[src/rtl/led_effect_sequencer_if.sv]
// Bus bundle between the user-input block and the LED effect sequencer.
//   btn_next    : advance-effect request (pulse, or raw button with BTN_DEBOUNCE_EN)
//   auto_en     : 1 = auto-advance after a fixed step count
//   hold        : 1 = freeze stepping
//   led         : LED drive, active-low (0 = lit)
//   effect_id   : current effect (0 johnson, 1 rotate, 2 blink, 3 ping-pong)
//   step_strobe : one-cycle pulse when a new stepped LED value appears
// master = control side (drives requests), slave = sequencer side.
interface led_effect_sequencer_if #(
  parameter int WIDTH = 8
);
  logic             btn_next;
  logic             auto_en;
  logic             hold;
  logic [WIDTH-1:0] led;
  logic [1:0]       effect_id;
  logic             step_strobe;

  modport master (
    output btn_next, auto_en, hold,
    input  led, effect_id, step_strobe
  );

  modport slave (
    input  btn_next, auto_en, hold,
    output led, effect_id, step_strobe
  );
endinterface

[src/rtl/led_effect_sequencer.sv]
// LED effect sequencer: drives one LED bar with four effects (Johnson,
// rotating dot, blink-all, ping-pong), stepping every TICK_DIV clocks.
// A LOAD/RUN/HOLD FSM loads each effect's initial pattern, advances on a
// button event or (with auto_en) after STEPS_PER_EFFECT steps.
// Ports:
//   clk : system clock
//   rst : synchronous, active-low reset
//   bus : led_effect_sequencer_if.slave (btn_next, auto_en, hold in;
//         led, effect_id, step_strobe out; all outputs registered)
// Optional macro BTN_DEBOUNCE_EN: btn_next is a raw pushbutton passed
// through a 2-flop synchroniser, a DEBOUNCE_CYCLES stability filter and a
// rising-edge detector. Without it, each high cycle of btn_next is one event.
module led_effect_sequencer #(
  parameter int WIDTH            = 8,
  parameter int TICK_DIV         = 13_500_000,
  parameter int STEPS_PER_EFFECT = 16,
  parameter int DEBOUNCE_CYCLES  = 270_000
) (
  input logic                  clk,
  input logic                  rst,
  led_effect_sequencer_if.slave bus
);

  localparam int TW = $clog2(TICK_DIV);
  localparam int SW = $clog2(STEPS_PER_EFFECT + 1);
  localparam logic [TW-1:0]    TICK_LAST = TW'(TICK_DIV - 1);
  localparam logic [SW-1:0]    STEP_LAST = SW'(STEPS_PER_EFFECT - 1);
  localparam logic [WIDTH-1:0] ALL_OFF   = {WIDTH{1'b1}};
  localparam logic [WIDTH-1:0] DOT_LOW   = {{(WIDTH-1){1'b1}}, 1'b0};
  localparam logic [WIDTH-1:0] DOT_HIGH  = {1'b0, {(WIDTH-1){1'b1}}};

  if (WIDTH < 4 || TICK_DIV < 2 || STEPS_PER_EFFECT < 1 || DEBOUNCE_CYCLES < 1) begin : g_param_check
    $error("led_effect_sequencer: illegal parameter value");
  end

  typedef enum logic [1:0] {
    ST_LOAD = 2'd0,
    ST_RUN  = 2'd1,
    ST_HOLD = 2'd2
  } state_t;

  state_t           state_r, state_s;
  logic [TW-1:0]    tick_r, tick_s;
  logic [SW-1:0]    step_cnt_r, step_cnt_s;
  logic             dir_r, dir_s;         // ping-pong: 0 = left, 1 = right
  logic [WIDTH-1:0] led_r, led_s, stepped_s;
  logic [1:0]       effect_r, effect_s;
  logic             strobe_r, strobe_s;
  logic             btn_evt_s;

  function automatic logic [WIDTH-1:0] effect_init(input logic [1:0] id);
    case (id)
      2'd0:    effect_init = ALL_OFF;
      2'd1:    effect_init = DOT_LOW;
      2'd2:    effect_init = ALL_OFF;
      2'd3:    effect_init = DOT_LOW;
      default: effect_init = ALL_OFF;
    endcase
  endfunction

  function automatic logic [WIDTH-1:0] effect_step(input logic [1:0] id,
                                                   input logic [WIDTH-1:0] cur,
                                                   input logic dir_right);
    case (id)
      2'd0:    effect_step = {~cur[0], cur[WIDTH-1:1]};
      2'd1:    effect_step = {cur[WIDTH-2:0], cur[WIDTH-1]};
      2'd2:    effect_step = ~cur;
      2'd3:    effect_step = dir_right ? {1'b1, cur[WIDTH-1:1]} : {cur[WIDTH-2:0], 1'b1};
      default: effect_step = cur;
    endcase
  endfunction

`ifdef BTN_DEBOUNCE_EN
  localparam int CW = $clog2(DEBOUNCE_CYCLES + 1);
  localparam logic [CW-1:0] DEB_LAST = CW'(DEBOUNCE_CYCLES - 1);

  logic          sync1_r, sync2_r, deb_r, btn_evt_r;
  logic [CW-1:0] deb_cnt_r;

  // Synchronise, debounce and edge-detect the raw button.
  always_ff @(posedge clk) begin
    if (!rst) begin
      sync1_r   <= 1'b0;
      sync2_r   <= 1'b0;
      deb_r     <= 1'b0;
      btn_evt_r <= 1'b0;
      deb_cnt_r <= {CW{1'b0}};
    end else begin
      sync1_r   <= bus.btn_next;
      sync2_r   <= sync1_r;
      btn_evt_r <= 1'b0;
      if (sync2_r == deb_r) begin
        deb_cnt_r <= {CW{1'b0}};
      end else if (deb_cnt_r == DEB_LAST) begin
        // New level held long enough: accept it; only a press raises an event.
        deb_r     <= sync2_r;
        deb_cnt_r <= {CW{1'b0}};
        btn_evt_r <= sync2_r;
      end else begin
        deb_cnt_r <= deb_cnt_r + 1'b1;
      end
    end
  end

  assign btn_evt_s = btn_evt_r;
`else
  assign btn_evt_s = bus.btn_next;
`endif

  // Next-state and next-value logic for the sequencer FSM.
  always_comb begin
    state_s    = state_r;
    tick_s     = tick_r;
    step_cnt_s = step_cnt_r;
    dir_s      = dir_r;
    led_s      = led_r;
    effect_s   = effect_r;
    strobe_s   = 1'b0;
    stepped_s  = effect_step(effect_r, led_r, dir_r);
    case (state_r)
      ST_LOAD: begin
        led_s      = effect_init(effect_r);
        tick_s     = {TW{1'b0}};
        step_cnt_s = {SW{1'b0}};
        dir_s      = 1'b0;
        if (bus.hold) begin
          state_s = ST_HOLD;
        end else begin
          state_s = ST_RUN;
        end
      end
      ST_RUN, ST_HOLD: begin
        // Button wins over hold and over a coinciding tick wrap.
        if (btn_evt_s) begin
          effect_s = effect_r + 2'd1;
          state_s  = ST_LOAD;
        end else if (bus.hold) begin
          state_s = ST_HOLD;
        end else begin
          // Releasing hold resumes counting in the same cycle, so a hold of
          // N cycles delays the next step by exactly N cycles.
          state_s = ST_RUN;
          if (tick_r == TICK_LAST) begin
            tick_s = {TW{1'b0}};
            if (bus.auto_en && step_cnt_r == STEP_LAST) begin
              effect_s = effect_r + 2'd1;
              state_s  = ST_LOAD;
            end else begin
              led_s    = stepped_s;
              strobe_s = 1'b1;
              // Saturate so a late auto_en still advances on the next wrap.
              if (step_cnt_r != STEP_LAST) begin
                step_cnt_s = step_cnt_r + 1'b1;
              end else begin
                step_cnt_s = step_cnt_r;
              end
              if (effect_r == 2'd3 && stepped_s == DOT_HIGH) begin
                dir_s = 1'b1;
              end else if (effect_r == 2'd3 && stepped_s == DOT_LOW) begin
                dir_s = 1'b0;
              end else begin
                dir_s = dir_r;
              end
            end
          end else begin
            tick_s = tick_r + 1'b1;
          end
        end
      end
      default: begin
        state_s = ST_LOAD;
      end
    endcase
  end

  // State and datapath registers.
  always_ff @(posedge clk) begin
    if (!rst) begin
      state_r    <= ST_LOAD;
      tick_r     <= {TW{1'b0}};
      step_cnt_r <= {SW{1'b0}};
      dir_r      <= 1'b0;
      led_r      <= ALL_OFF;
      effect_r   <= 2'd0;
      strobe_r   <= 1'b0;
    end else begin
      state_r    <= state_s;
      tick_r     <= tick_s;
      step_cnt_r <= step_cnt_s;
      dir_r      <= dir_s;
      led_r      <= led_s;
      effect_r   <= effect_s;
      strobe_r   <= strobe_s;
    end
  end

  assign bus.led         = led_r;
  assign bus.effect_id   = effect_r;
  assign bus.step_strobe = strobe_r;

endmodule

[src/flat_wrapper.sv]
// flat-port wrapper written by rule: the top's interface ports become plain ports
module led_effect_sequencer_flat 
#(
  parameter int WIDTH            = 8,
  parameter int TICK_DIV         = 13_500_000,
  parameter int STEPS_PER_EFFECT = 16,
  parameter int DEBOUNCE_CYCLES  = 270_000
)
  (clk, rst, bus_btn_next, bus_auto_en, bus_hold, bus_led, bus_effect_id, bus_step_strobe);
  led_effect_sequencer_if #(.WIDTH(WIDTH)) bus_i ();
  input logic clk;
  input logic rst;
  input wire logic [$bits(bus_i.btn_next)-1:0] bus_btn_next;
  input wire logic [$bits(bus_i.auto_en)-1:0] bus_auto_en;
  input wire logic [$bits(bus_i.hold)-1:0] bus_hold;
  output wire logic [$bits(bus_i.led)-1:0] bus_led;
  output wire logic [$bits(bus_i.effect_id)-1:0] bus_effect_id;
  output wire logic [$bits(bus_i.step_strobe)-1:0] bus_step_strobe;
  assign bus_i.btn_next = bus_btn_next;
  assign bus_i.auto_en = bus_auto_en;
  assign bus_i.hold = bus_hold;
  assign bus_led = bus_i.led;
  assign bus_effect_id = bus_i.effect_id;
  assign bus_step_strobe = bus_i.step_strobe;
  led_effect_sequencer #(.WIDTH(WIDTH), .TICK_DIV(TICK_DIV), .STEPS_PER_EFFECT(STEPS_PER_EFFECT), .DEBOUNCE_CYCLES(DEBOUNCE_CYCLES)) u_core (.clk(clk), .rst(rst), .bus(bus_i));
endmodule
[config.mk]
export PLATFORM = sky130hd
export DESIGN_NAME = led_effect_sequencer_flat
export DESIGN_NICKNAME = d
export VERILOG_FILES = /design/src/rtl/led_effect_sequencer_if.sv /design/src/rtl/led_effect_sequencer.sv /design/src/flat_wrapper.sv
export SDC_FILE = /design/constraint.sdc
export NUM_CORES = 1
export LEC_CHECK = 0
export CORE_MARGIN = 2
export CORE_UTILIZATION = 45
export DETAILED_ROUTE_END_ITERATION = 8
export GPL_TIMING_DRIVEN = 0
export PLACE_DENSITY_LB_ADDON = 0.05
export SLEW_MARGIN = 30
export SYNTH_ARGS = -nofsm -noshare
export SYNTH_HDL_FRONTEND = slang
export SYNTH_SLANG_ARGS = --single-unit
export TNS_END_PERCENT = 20
[constraint.sdc]
create_clock -name clk -period 2.6 [get_ports clk]
set_input_delay 0.52 -clock clk [delete_from_list [all_inputs] [get_ports clk]]
set_output_delay 0.52 -clock clk [all_outputs]
set_load 0.05 [all_outputs]
# After elaboration in Yosys (flattened, before gate mapping)
# Cells that the tools add are included.
# totals
elab_cells	85
in_bits	5
register_bits	43
# classes
muxes	36
reduce_logical	17
n_bitwise	5
n_eq_ne	17
n_addsub	3
# op_table
op	count
$mux W24	3
$pmux W24 S2	1
$mux W8	5
$pmux W8 S2	2
$pmux W8 S4	1
$mux W5	5
$add A24 B1 Y24 const B	1
$eq A24 B24 Y1 const B	1
$mux W2	8
$reduce_and A6 Y1	2
$pmux W5 S2	1
$eq A8 B7 Y1 const B	1
$eq A8 B8 Y1 const B	1
$mux W1	8
$ne A2 B2 Y1 const B	4
$not A8 Y8	1
$eq A2 B2 Y1 const B	3
$reduce_bool A2 Y1	3
$reduce_or A2 Y1	3
$add A5 B1 Y5 const B	1
$eq A5 B4 Y1 const B	1
$ne A5 B4 Y1 const B	1
$reduce_and A5 Y1	1
$reduce_or A5 Y1	1
other kinds (11)	19

# Longest topological paths before layout
# depth
depth_word	11
depth_mapped	9
ltp_nobuf	9

# Worst setup path before layout
# No wires, ideal clock.
# synth_path
path_kind	flip-flop to flip-flop
start	register u_core.effect_r[1] (netlist: u_core.bus.effect_id[1])
end	register u_core.dir_r
slack_ns	0.081
synth_period_minus_slack_ns	2.519
t_required_ns	2.478
arrival_time_ns	2.397
path_stages_with_launch	10
cell_sequence	dfxtp_1 -> inv_1 -> ha_1 -> buf_2 -> o21ai_0 -> o21ai_0 -> o22a_1 -> xnor2_1 -> o41a_1 -> a311o_1
# synth_via
elab_chain_cells	10
word_cells_on_any_way	17
cone_classes	eq/ne (6); mux (7); reduce/logical (4)
# synth_rtl
element	line_no	rtl
from (decl)	led_effect_sequencer.sv:47	logic [1:0] effect_r, effect_s;
from (signal assigned)	led_effect_sequencer.sv:192	effect_r <= effect_s;
$eq A2 B2 Y1 (tied with other cells)	led_effect_sequencer.sv:64, led_effect_sequencer.sv:157, led_effect_sequencer.sv:159	
$pmux W8 S4	led_effect_sequencer.sv:64	case (id)
$eq A8 B7 Y1	led_effect_sequencer.sv:157	if (effect_r == 2'd3 && stepped_s == DOT_HIGH) begin
$logic_and A1 B1 Y1	led_effect_sequencer.sv:157	
$mux W1	led_effect_sequencer.sv:157	
$mux W1	led_effect_sequencer.sv:145	if (bus.auto_en && step_cnt_r == STEP_LAST) begin
$mux W1	led_effect_sequencer.sv:143	if (tick_r == TICK_LAST) begin
$mux W1	led_effect_sequencer.sv:137	end else if (bus.hold) begin
$mux W1	led_effect_sequencer.sv:134	if (btn_evt_s) begin
$pmux W1 S2	led_effect_sequencer.sv:120	case (state_r)
to (signal assigned)	led_effect_sequencer.sv:190	dir_r <= dir_s;
to (decl)	led_effect_sequencer.sv:45	logic dir_r, dir_s;
# Several ways; a longest one is shown, not always the timed one. The select of a mux whose other input is x is not followed.
# A chain may end at the register's enable or synchronous reset.

# Worst setup path in the final report
# layout_path
start	register u_core.effect_r[0] (netlist: u_core.bus.effect_id[0])
end	register u_core.dir_r
# The elaborated chain is that of the path after synthesis.

==> impl_metrics.ini <==
[synthesis]
synth_nets = 310
ys_warn_count = 0
syn_area_mm2 = 0.00247
synthFlopType = dfxtp_1
synthArstFlopShare_pct = 0
synth_largest_area_cell = dfxtp_1
ys_ff_latch = 43
synth_area_leaders = dfxtp_1, nor2_1, xnor2_1
ys_seq_area_share_pct = 34.9
avgSynthCellArea_um2 = 8.34
synth_edf_count = 0
synthCells = 296
netlist.area_leader.share_pct = 34.9
synth.distinct_cells = 60

[timing]
finalHoldViolCount = 0
period_minus_slack_ns = 2.36
maxSlewHeadroom_pct = 60.2
fmax_mhz = 425
tns_ns = 0
rsz0062_at_grt = no
tightest_slew_ns = 0.581
setup_viol = 0
slew_viol_final = 0
finalCritPeriodShare_pct = 90.6
skew_ns = 0.00516

[flow_run]
maxCapViolCount = 0

[setup_path]
critPathMaxFanout = 8
critPathRequiredTime_ns = 2.79
worstSetupPathType = reg2reg
arrival_ns = 2.54
reg2reg_slack_ns = 0.24
start_kind = flip-flop
end_kind = flip-flop

[floorplan]
die_area_mm2 = 0.00609
rows = 26
die_h_um = 78.1
io_pins = 16
start_util_pct = 47.4
core_mm2 = 0.00520
die_x_um = 78.1

[pwr]
ir_drop_uv = 290
power_mw = 1.49
p_leak_nw = 1.06
cellPowerDensity_mw_per_mm2 = 531

[finish]
antenna_cells = 0
final_common_cell = dfxtp_1
nNetsFinal = 331
area_delta_synth_final_pct = 13.9
final_cell_mix = dfxtp_1, nor2_1, nand2_1
layout-drive-gt1-share_pct = 8.18

[cts]
cts_buffers = 5
hold_buffers = 0
clockBufferDepth = 2
cts_tree = built
numClockSinks = 43
clockRootBuffer = clkbuf_8
cts.htree.levels = 2
cts_post_setup_buffers_inserted = 0
path_clk_slew_ns = 0.08
cts_resized = 0
clock_latency_ns = 0.30

[grt]
grt-ovfl-total = 0
grt_pass1_wl_mm = 9.07
grtUsageTotal_pct = 18.4
grt_start_max_net_pins = 15
grt_pass1_vias = 2020
antenna_found_initial = 0

[route]
wl_met1_mm = 2.41
dr_wl_met3_um = 189
route.detailed.drc = 0
first_pass_iters = 4
via_per_inst = 5.52
wire_per_inst_um = 13.5
via_count = 2143
wirelength_mm = 5.25
routed.top_layer = met4
route.met2.wl_mm = 2.60
drt_iter0_markers = 161
postRouteAntennaNets = 0

[outcome]
status = complete, no violations

[min_path]
hold_path_class = reg2reg

[placed_design]
io_buffers = 14
gp_congestion = 0.801
place_hpwl_mm = 3.83
-- final timing paths --
kind | startpoint | to | cells past startpoint
hold reg to reg | u_core.step_cnt_r[4] | u_core.step_cnt_r[4] | 2
setup / recovery | u_core.bus.effect_id[0] | u_core.dir_r | 8
hold / removal | u_core.step_cnt_r[4] | u_core.step_cnt_r[4] | 2
setup reg to reg | u_core.bus.effect_id[0] | u_core.dir_r | 8
-- report_power, final --
part	total (mW)	leakage [nW]	switching, mW	internal [mW]
Combinational	0.273	0.654	0.172	0.101
Sequential	0.692	0.348	0.0181	0.673
Clock	0.528	0.0581	0.242	0.286
Total	1.49	1.06	0.432	1.06
-- sequential cells by signal, summed over array words and instances (netlist names) --
name / flops
u_core.step_cnt_r: 5
u_core.tick_r: 24
u_core.dir_r: 1
u_core.state_r: 2
u_core.bus.step_strobe: 1
u_core.bus.led: 8
u_core.bus.effect_id: 2
-- cells in the mapped netlist (3+ instances only) --
cell and instances:
dfxtp_1 43, nor2_1 36, nand2_1 29, nand3_1 15
inv_1 14, xnor2_1 14, xor2_1 11, and3_1 9
ha_1 9, nand4_1 9, o21ai_0 9, a21oi_1 7
nor3_1 7, a31oi_1 6, o211ai_1 6, a22oi_1 4
buf_2 4, mux2i_1 4, nand2b_1 4, and2_1 3
clkbuf_1 3, nor2b_1 3
-- critical path, stage by stage (launching register included) --
cell and delay (ns):
dfxtp_1 0.43, inv_1 0.10, ha_1 0.33, nor2b_2 0.23, nand2b_1 0.10, a22oi_1 0.18, o22ai_1 0.14, o41a_1 0.43
a311o_1 0.32
-- logic make-up after synthesis --
kind of cell / after synthesis / share of synthesized area [%]
buf+inv: 25 / 4.61
mux: 5 / 2.08
flops: 43 / 34.9
compound gates: 54 / 15.7
fa+ha+maj: 9 / 4.56
xor+xnor: 25 / 8.87
simple gates: 135 / 29.3
-- metrics by stage --
step | setup slack, ns | util, % | hold WS (ns) | cells | area (um^2)
2_1_floorplan | 0.0806 | - | 0.453 | 296 | 2470
3_3_place_gp | 0.0688 | 51.8 | 0.467 | 380 | 2700
3_5_place_dp | 0.0384 | 51.8 | 0.478 | 380 | 2700
4_1_cts | 0.163 | 54.0 | 0.490 | 388 | 2810
5_1_grt | 0.0601 | 54.0 | 0.505 | 388 | 2810
6_report | 0.244 | 54.0 | 0.490 | 388 | 2810
-- layout make-up --
type | count | area (um^2)
plain buffers | 11 | 61.3
clock buffers | 5 | 68.8
clock inverters | 3 | 43.8
fillers | 503 | 2390
inverters | 14 | 52.6
multi-input cells | 228 | 1500
flip-flops and latches | 43 | 861
well taps | 70 | 87.6
repair buffers | 14 | 140
-- metal layers --
layer	vias up	track usage (%)
met5	-	0
met4	0	5.26
met3	5	3.79
met2	33	33.6
met1	1002	21.6
li1	1103	-
Power figures use the tool's default switching activity.
